$ cat src/rtl/calendar_date_counter_if.sv
// Date-counter bus: the control strobes and load values going into the calendar stage,
// and the date/pulse outputs it drives towards the 31-day month decoder.
interface calendar_date_counter_if;
  logic       tick;
  logic       load;
  logic [4:0] load_day;
  logic [3:0] load_month;
  logic       leap;
  logic [4:0] day;
  logic [3:0] month;
  logic [8:0] day_of_year;
  logic       month_31;
  logic       month_end;
  logic       year_wrap;
  logic       load_err;

  modport master (
    output tick, load, load_day, load_month, leap,
    input  day, month, day_of_year, month_31, month_end, year_wrap, load_err
  );

  modport slave (
    input  tick, load, load_day, load_month, leap,
    output day, month, day_of_year, month_31, month_end, year_wrap, load_err
  );
endinterface

$ cat src/rtl/calendar_date_counter.sv
// Day/month calendar stage with registered day-of-year and one-cycle event pulses.
// Optional feature macro: LEAP_YEAR_EN (29-day February when bus.leap=1).
module calendar_date_counter #(
  parameter int RESET_DAY   = 1,
  parameter int RESET_MONTH = 1
) (
  input logic                     clk,
  input logic                     rst_n,
  calendar_date_counter_if.slave  bus
);

  // Days elapsed before the first of month m in a non-leap year.
  function automatic logic [8:0] month_offset(input logic [3:0] m);
    logic [8:0] off;
    off = 9'd0;
    case (m)
      4'd1:  off = 9'd0;
      4'd2:  off = 9'd31;
      4'd3:  off = 9'd59;
      4'd4:  off = 9'd90;
      4'd5:  off = 9'd120;
      4'd6:  off = 9'd151;
      4'd7:  off = 9'd181;
      4'd8:  off = 9'd212;
      4'd9:  off = 9'd243;
      4'd10: off = 9'd273;
      4'd11: off = 9'd304;
      4'd12: off = 9'd334;
      default: off = 9'd0;
    endcase
    return off;
  endfunction

  // Unreachable month codes return 0 so any load against them is rejected.
  function automatic logic [4:0] last_day(input logic [3:0] m, input logic lp);
    logic [4:0] ld;
    ld = 5'd0;
    case (m)
      4'd1, 4'd3, 4'd5, 4'd7, 4'd8, 4'd10, 4'd12: ld = 5'd31;
      4'd4, 4'd6, 4'd9, 4'd11:                     ld = 5'd30;
      4'd2:                                        ld = lp ? 5'd29 : 5'd28;
      default:                                     ld = 5'd0;
    endcase
    return ld;
  endfunction

  localparam logic [4:0] RESET_DAY_V   = 5'(RESET_DAY);
  localparam logic [3:0] RESET_MONTH_V = 4'(RESET_MONTH);
  localparam logic [8:0] RESET_DOY     = month_offset(RESET_MONTH_V) + 9'(RESET_DAY_V);

  logic leap_eff;
`ifdef LEAP_YEAR_EN
  assign leap_eff = bus.leap;
`else
  logic leap_unused;
  assign leap_unused = bus.leap;
  assign leap_eff    = 1'b0;
`endif

  logic [4:0] day_q, day_d;
  logic [3:0] month_q, month_d;
  logic [8:0] doy_q, doy_d;
  logic       month_end_q, month_end_d;
  logic       year_wrap_q, year_wrap_d;
  logic       load_err_q, load_err_d;
  logic       load_ok;
  logic [8:0] load_doy;

  assign load_ok = (bus.load_month >= 4'd1) && (bus.load_month <= 4'd12) &&
                   (bus.load_day >= 5'd1) &&
                   (bus.load_day <= last_day(bus.load_month, leap_eff));

  // Leap correction only applies to months after February.
  assign load_doy = month_offset(bus.load_month) + 9'(bus.load_day) +
                    9'(leap_eff && (bus.load_month >= 4'd3));

  always_comb begin
    day_d       = day_q;
    month_d     = month_q;
    doy_d       = doy_q;
    month_end_d = 1'b0;
    year_wrap_d = 1'b0;
    load_err_d  = 1'b0;
    if (bus.load) begin
      if (load_ok) begin
        day_d   = bus.load_day;
        month_d = bus.load_month;
        doy_d   = load_doy;
      end else begin
        load_err_d = 1'b1;
      end
    end else if (bus.tick) begin
      if (day_q < last_day(month_q, leap_eff)) begin
        day_d = day_q + 5'd1;
        doy_d = doy_q + 9'd1;
      end else begin
        day_d       = 5'd1;
        month_end_d = 1'b1;
        if (month_q == 4'd12) begin
          month_d     = 4'd1;
          doy_d       = 9'd1;
          year_wrap_d = 1'b1;
        end else begin
          month_d = month_q + 4'd1;
          doy_d   = doy_q + 9'd1;
        end
      end
    end
  end

  always_ff @(posedge clk or negedge rst_n) begin
    if (!rst_n) begin
      day_q       <= RESET_DAY_V;
      month_q     <= RESET_MONTH_V;
      doy_q       <= RESET_DOY;
      month_end_q <= 1'b0;
      year_wrap_q <= 1'b0;
      load_err_q  <= 1'b0;
    end else begin
      day_q       <= day_d;
      month_q     <= month_d;
      doy_q       <= doy_d;
      month_end_q <= month_end_d;
      year_wrap_q <= year_wrap_d;
      load_err_q  <= load_err_d;
    end
  end

  assign bus.day         = day_q;
  assign bus.month       = month_q;
  assign bus.day_of_year = doy_q;
  assign bus.month_end   = month_end_q;
  assign bus.year_wrap   = year_wrap_q;
  assign bus.load_err    = load_err_q;
  assign bus.month_31    = (month_q == 4'd1) || (month_q == 4'd3) || (month_q == 4'd5) ||
                           (month_q == 4'd7) || (month_q == 4'd8) || (month_q == 4'd10) ||
                           (month_q == 4'd12);

endmodule

$ cat src/flat_wrapper.sv
// flat-port wrapper written by rule: the top's interface ports become plain ports
module calendar_date_counter_flat 
#(
  parameter int RESET_DAY   = 1,
  parameter int RESET_MONTH = 1
)
  (clk, rst_n, bus_tick, bus_load, bus_load_day, bus_load_month, bus_leap, bus_day, bus_month, bus_day_of_year, bus_month_31, bus_month_end, bus_year_wrap, bus_load_err);
  calendar_date_counter_if bus_i ();
  input logic clk;
  input logic rst_n;
  input wire logic [$bits(bus_i.tick)-1:0] bus_tick;
  input wire logic [$bits(bus_i.load)-1:0] bus_load;
  input wire logic [$bits(bus_i.load_day)-1:0] bus_load_day;
  input wire logic [$bits(bus_i.load_month)-1:0] bus_load_month;
  input wire logic [$bits(bus_i.leap)-1:0] bus_leap;
  output wire logic [$bits(bus_i.day)-1:0] bus_day;
  output wire logic [$bits(bus_i.month)-1:0] bus_month;
  output wire logic [$bits(bus_i.day_of_year)-1:0] bus_day_of_year;
  output wire logic [$bits(bus_i.month_31)-1:0] bus_month_31;
  output wire logic [$bits(bus_i.month_end)-1:0] bus_month_end;
  output wire logic [$bits(bus_i.year_wrap)-1:0] bus_year_wrap;
  output wire logic [$bits(bus_i.load_err)-1:0] bus_load_err;
  assign bus_i.tick = bus_tick;
  assign bus_i.load = bus_load;
  assign bus_i.load_day = bus_load_day;
  assign bus_i.load_month = bus_load_month;
  assign bus_i.leap = bus_leap;
  assign bus_day = bus_i.day;
  assign bus_month = bus_i.month;
  assign bus_day_of_year = bus_i.day_of_year;
  assign bus_month_31 = bus_i.month_31;
  assign bus_month_end = bus_i.month_end;
  assign bus_year_wrap = bus_i.year_wrap;
  assign bus_load_err = bus_i.load_err;
  calendar_date_counter #(.RESET_DAY(RESET_DAY), .RESET_MONTH(RESET_MONTH)) u_core (.clk(clk), .rst_n(rst_n), .bus(bus_i));
endmodule
$ cat config.mk
export PLATFORM = sky130hd
export DESIGN_NAME = calendar_date_counter_flat
export DESIGN_NICKNAME = d
export VERILOG_FILES = /design/src/rtl/calendar_date_counter_if.sv /design/src/rtl/calendar_date_counter.sv /design/src/flat_wrapper.sv
export SDC_FILE = /design/constraint.sdc
export NUM_CORES = 1
export LEC_CHECK = 0
export BUFFER_PORTS_ARGS = -buffer_cell sky130_fd_sc_hd__buf_4
export CORE_UTILIZATION = 25
export CTS_CLUSTER_DIAMETER = 60
export DETAILED_ROUTE_END_ITERATION = 10
export PLACE_DENSITY = 0.39
export SLEW_MARGIN = 25
export SYNTH_ARGS = -nofsm -noshare
export SYNTH_HDL_FRONTEND = slang
export SYNTH_SLANG_ARGS = --single-unit
$ cat constraint.sdc
create_clock -name clk -period 3.16 [get_ports clk]
set_clock_uncertainty 0.15 [all_clocks]
set_input_delay 0.474 -clock clk [delete_from_list [all_inputs] [get_ports clk]]
set_output_delay 0.474 -clock clk [all_outputs]
set_load 0.01 [all_outputs]
* Yosys cells after proc, flatten, opt, wreduce, memory -nomap -nowiden
Memories as Yosys holds them, arrays and structs flattened.
Index checks and enable logic that the tools add are counted.
** Storage, ports and cells
- Memories :: 1
- Output and inout bits :: 22
- Memory bits (read-only) :: 144
- Bits in registers :: 21
- Bits of input ports :: 14
** Memories
- (name not given) :: depth 16, bits a word 9, read ports 1, clocked after memory_dff 0, wr ports 0, RTL line calendar_date_counter.sv:16 : case (m)
** Cells by class
- Reductions and logical operators :: 16
- Multiplexer cells :: 27
- $add $sub $neg :: 4
- Eq/ne operators :: 26
- Magnitude comparators :: 5
** Operators with widths (number)
- $mux W9 :: 5
- $eq A4 B4 Y1 const B :: 10
- $eq A4 B3 Y1 const B :: 8
- $mux W5 :: 6
- $pmux W5 S3 :: 2
- $mux W4 :: 5
- $eq A4 B2 Y1 const B :: 4
- $reduce_or A7 Y1 :: 2
- $add A9 B1 Y9 const B :: 1
- $add A9 B5 Y9 :: 1
- $mux W1 :: 9
- $eq A4 B1 Y1 const B :: 2
- $reduce_or A4 Y1 :: 2
- $logic_or A1 B1 Y1 :: 6
- $add A5 B1 Y5 const B :: 1
- $ge A5 B1 Y1 const B :: 1
- $le A5 B5 Y1 :: 1
- $lt A5 B5 Y1 :: 1
- $add A4 B1 Y4 const B :: 1
- $ge A4 B1 Y1 const B :: 1
- $le A4 B4 Y1 const B :: 1
- $logic_and A1 B1 Y1 :: 3
- $reduce_and A3 Y1 :: 1
- $ne A2 B1 Y1 const B :: 1
- 3 further kinds :: 3

* Depth between registers and ports, before layout
- Word-level depth :: 9
- Gate-level depth with buffers :: 14

* Least setup slack after synthesis
OpenSTA, ideal clock, no wires.
- Path kind :: input port to flip-flop
- Start point :: input port bus_load_month[1]
- End point :: register u_core.doy_q[7], in the netlist u_core.bus.day_of_year[7]
- Buffers on the path :: 1
- Cell stages on the path :: 13
- Arrival :: 3.707 ns
- Setup slack :: -0.822 ns
- Library setup time :: 0.126 ns
- Required time :: 2.884 ns
- Cell sequence :: inv_1 ha_1 or2_2 a211oi_1 a21oi_1 a311oi_1 ha_1 a211o_1 a221o_1 a2111oi_4 nor2_2 buf_6 a221o_1
** On the way
- Cells in the longest elaborated chain, start to end :: 7
** Ends and longest elaborated chain
- start: declaration :: RTL line flat_wrapper.sv:14 : input wire logic [$bits(bus_i.load_month)-1:0] bus_load_month;
- $eq A4 B1 Y1, or another cell as far along :: RTL line calendar_date_counter.sv:38 : case (m)
- $reduce_or A7 Y1 or $reduce_or A4 Y1 (tied branches) :: RTL line calendar_date_counter.sv:38
- $pmux W5 S3 :: RTL line calendar_date_counter.sv:38
- $le A5 B5 Y1 :: RTL line calendar_date_counter.sv:71 : (bus.load_day <= last_day(bus.load_month, leap_eff));
- $logic_and A1 B1 Y1 :: RTL line calendar_date_counter.sv:70 : (bus.load_day >= 5'd1) &&
- $ne A2 B1 Y1 (no line)
- $reduce_and A2 Y1 (no line)
- end signal: assignment :: RTL line calendar_date_counter.sv:122 : doy_q <= doy_d;
- end: declaration :: RTL line calendar_date_counter.sv:62 : logic [8:0] doy_q, doy_d;
Several ways; a longest one is shown, not always the timed one. The select of a mux whose other input is x is not followed.
A chain may end at the register's enable or synchronous reset.

* Worst setup path in the final report
- Start point :: input port bus_load_month[1]
- End point :: register u_core.day_q[4], in the netlist u_core.bus.day[4]
** On the way
- Cells in the longest elaborated chain, start to end :: 7
** Ends and longest elaborated chain
- $eq A4 B1 Y1, or another cell as far along :: RTL line calendar_date_counter.sv:38
- $reduce_or A7 Y1 or $reduce_or A4 Y1 (tied branches) :: RTL line calendar_date_counter.sv:38
- $pmux W5 S3 :: RTL line calendar_date_counter.sv:38
- $le A5 B5 Y1 :: RTL line calendar_date_counter.sv:71
- $logic_and A1 B1 Y1 (*) :: RTL line calendar_date_counter.sv:70
- $ne A2 B1 Y1 (no line) (*)
- $reduce_and A2 Y1 (no line) (*)
- end signal: assignment :: RTL line calendar_date_counter.sv:120 : day_q <= day_d;
- end: declaration :: RTL line calendar_date_counter.sv:60 : logic [4:0] day_q, day_d;
Every way passes the cells marked *; elsewhere a longest branch is shown, timed or not.

==> results.toml <==
[run_status]
status = "finished, violations left"
violations = "negative setup slack"

[cts]
clk_path_buf_depth = 2
cts_sinks = 21
worstSkewPairLatency_ns = 0.26
numCtsBuffers = 3
cts-htree-levels = 1
root_buffer = "clkbuf_8"
clkSlewWorstSetupHoldPaths_ns = 0.08
cts_tree = "yes"

[sta]
maxSlewHeadroom_pct = 59.3
setup_slack_ns = -0.318
tightest_slew_ns = 0.609
max_freq_ghz = 0.288
finalCriticalPeriod_ns = 3.48
timing.final.hold_violations = 0
grt_setup_unrepaired = "true"
fin_tns_setup_ns = -4.79
holdWs_ns = 0.404
finalMaxSlewViolations = 0
setup_viol = 18
post-route-period-util_pct = 110

[power]
switchingPower_mw = 1.04
powerDensity_mw_per_mm2 = 777
power.leakage_nw = 1.44
comb_power_share_pct = 69.2
internal_power_mw = 1.37
irDropWorstVdd_mv = 0.245
pwr-share-seq_pct = 23.3
swShare_pct = 43.1
clkPwrFrac_pct = 7.5

[drt]
via_per_inst = 4.89
drt_iter0_markers = 105
drt_wl_total_mm = 6.51
drtPass1Iterations = 4
drc = 0
wl_per_cell_um = 14.6
drtAntennaViolNets = 0
vias = 2180

[layout]
fin_cells = 446
syn_to_final_growth_pct = 48.9
layout.nets = 390
nFillCells = 829
drive_gt1_share_pct = 37.8
antennaDiodeCount = 0

[place]
dp_hpwl_mm = 5.10
portBuffers = 34
pre_cts_ws_ns = -0.684
place_inst = 430
gp_congestion = 0.758

[synthesis]
synth_top_family_by_area = "compound AO/OA/AOI/OAI gates"
ys_ff_latch = 21
syn_avg_cell_area_sq_um = 8.15
synth_common_cells = "30 x ha_1, 23 x o21ai_0, 22 x nor2_1"
yosysTopAreaCell = "dfrtp_1"
synth_cell_type_count = 48
synth_mux_area_share_pct = 1.44
synth.most_common_cell = "ha_1"
yosys.area_share.simple_pct = 17.4
synth_top_area_share_pct = 21.7
synth_xor_area_share_pct = 2.53
syn_nets = 300
synth_fa_ha_area_share_pct = 19.0
synth_area_sq_mm = 0.00208
netlist_top_cells_area = "dfrtp_1 22%, ha_1 18%, o21ai_0 5.5%, a21oi_1 4.8%, nor2_1 4.0%"
synth-seq-area-share_pct = 25.5
syn_inst = 255
synthArstFlopShare_pct = 100
yosysWarningCount = 0
synth_compound_area_share_pct = 28.3
synthFlopType = "dfrtp_1"
synth-edff-count = 0

[die]
fp.dieW_um = 93.2
io_pins = 36
core_area_sq_mm = 0.00789
initial_utilization_pct = 26.4
chipHeight_um = 93.2
die-area_sq_mm = 0.00869
rows = 32

[hold_path]
holdPathStages = 3
hold_class = "primary input to flip-flop"

[worst_setup_path]
cp.required_ns = 3.16
crit_fanout = 5
path_class = "primary input to flip-flop"
r2r_cells = 14
arrival_ns = 3.47
startpoint_type = "primary input"
end_kind = "flip-flop"

[flow_run]
max_cap_violations = 0

[global_route]
grt.total_usage_pct = 15.6
first_global_vias = 2241
grt_remaining_overflow = 0
grt_max_degree = 22
grt_first_pass_wirelength_mm = 10.6
antenna_found_initial = 0
[layout by cell type (no fill, tap or decap), types with 3 or more instances in the layout]
cell type / count
a211oi_1: 4
a21o_1: 3
a21oi_1: 13
a21oi_2: 6
a31oi_1: 3
and3_1: 3
buf_4: 85
buf_6: 5
clkbuf_8: 3
dfrtp_1: 18
dfstp_2: 3
ha_1: 28
inv_1: 20
mux2i_1: 3
nand2_1: 15
nand2b_1: 3
nand3_1: 9
nor2_1: 22
nor2_4: 3
nor2b_1: 5
nor3_1: 6
o21ai_0: 15
o21ai_1: 7
o21ai_2: 3
o22ai_1: 6
xnor2_1: 3
xor2_1: 3
[what timing repair did]
| action | 4_1_cts | 5_1_grt |
|---|---|---|
| gates cloned | 1 | 1 |
| buffers inserted | 5 | 4 |
| hold endpoints to repair | 18 | 0 |
| endpoints found under the setup margin | 20 | 20 |
| hold buffers | 1 | 0 |
| pin swaps | 15 | 3 |
| resized for setup | 26 | 14 |
[critical path, stage by stage]
cell and delay, ns:
buf_8 0.08, clkinvlp_4 0.12, ha_4 0.18, or2_4 0.23, a211oi_2 0.20, a21oi_2 0.07
a311oi_2 0.28, ha_1 0.31, a211o_1 0.26, a221o_1 0.37, a2111oi_4 0.31, buf_6 0.17
buf_4 0.12, nor2_4 0.05, a21oi_2 0.15, o22ai_2 0.08
[registers in the layout, summed over array words and instances (netlist names)]
signal / cells
u_core.bus.load_err: 1
u_core.bus.month_end: 1
u_core.bus.day: 5
u_core.bus.year_wrap: 1
u_core.bus.month: 4
u_core.bus.day_of_year: 9
[metrics by stage]
| step | total power, mW | cell area [sq um] | util [%] |
|---|---|---|---|
| 2_1_floorplan | 1.28 | 2110 | - |
| 3_3_place_gp | 2.00 | 2810 | 35.7 |
| 3_5_place_dp | 2.00 | 2810 | 35.7 |
| 4_1_cts | 2.29 | 3000 | 38.0 |
| 5_1_grt | 2.62 | 3100 | 39.2 |
| 6_report | 2.40 | 3100 | 39.2 |
[per-layer routing]
layer  up-vias  GRT usage, %  wire length [um]
met1      1023          19.9              2900
met4         0          4.10                63
met2        40          28.1              3380
met5         -             0                 0
li1       1113             -                 -
met3         4          1.14               172
[cells by family after synthesis]
| kind of cell | after synthesis |
|---|---|
| AND/OR/NAND/NOR | 75 |
| AO/OA/AOI/OAI | 89 |
| flip-flops | 21 |
| adder cells (fa/ha/maj) | 31 |
| buffers and inverters | 30 |
| multiplexers | 3 |
| XOR/XNOR | 6 |
[final cells by class]
cell class | count | area [sq um] | area share [%]
flip-flops and latches | 21 | 529 | 17.1
well taps | 102 | 128 | 4.12
inverters | 21 | 82.6 | 2.67
multi-input cells | 206 | 1590 | 51.4
clock buffers | 4 | 45.0 | 1.46
repair buffers | 92 | 719 | 23.2
[power groups by stage]
stage	registers, mW	clock network, mW	logic (mW)
6_report	0.561	0.180	1.66
3_5_place_dp	0.561	0	1.44
5_1_grt	0.583	0.197	1.84
2_1_floorplan	0.569	0	0.713
4_1_cts	0.559	0.187	1.54
3_3_place_gp	0.562	0	1.43
[final timing paths]
check / from / to / slack, ns
setup / recovery: bus_load_month[1] / u_core.bus.day[4] / -0.32
hold / removal: bus_load_day[1] / u_core.bus.day[1] / 0.40
setup reg to reg: u_core.bus.month[0] / u_core.bus.day_of_year[7] / -0.04
hold reg to reg: u_core.bus.day_of_year[1] / u_core.bus.day_of_year[1] / 0.42
max in group asynchronous: rst_n / u_core.bus.month[0] / 2.05
min in group asynchronous: rst_n / u_core.bus.load_err / 0.52
Note: power is estimated with default switching activity, not from simulation.
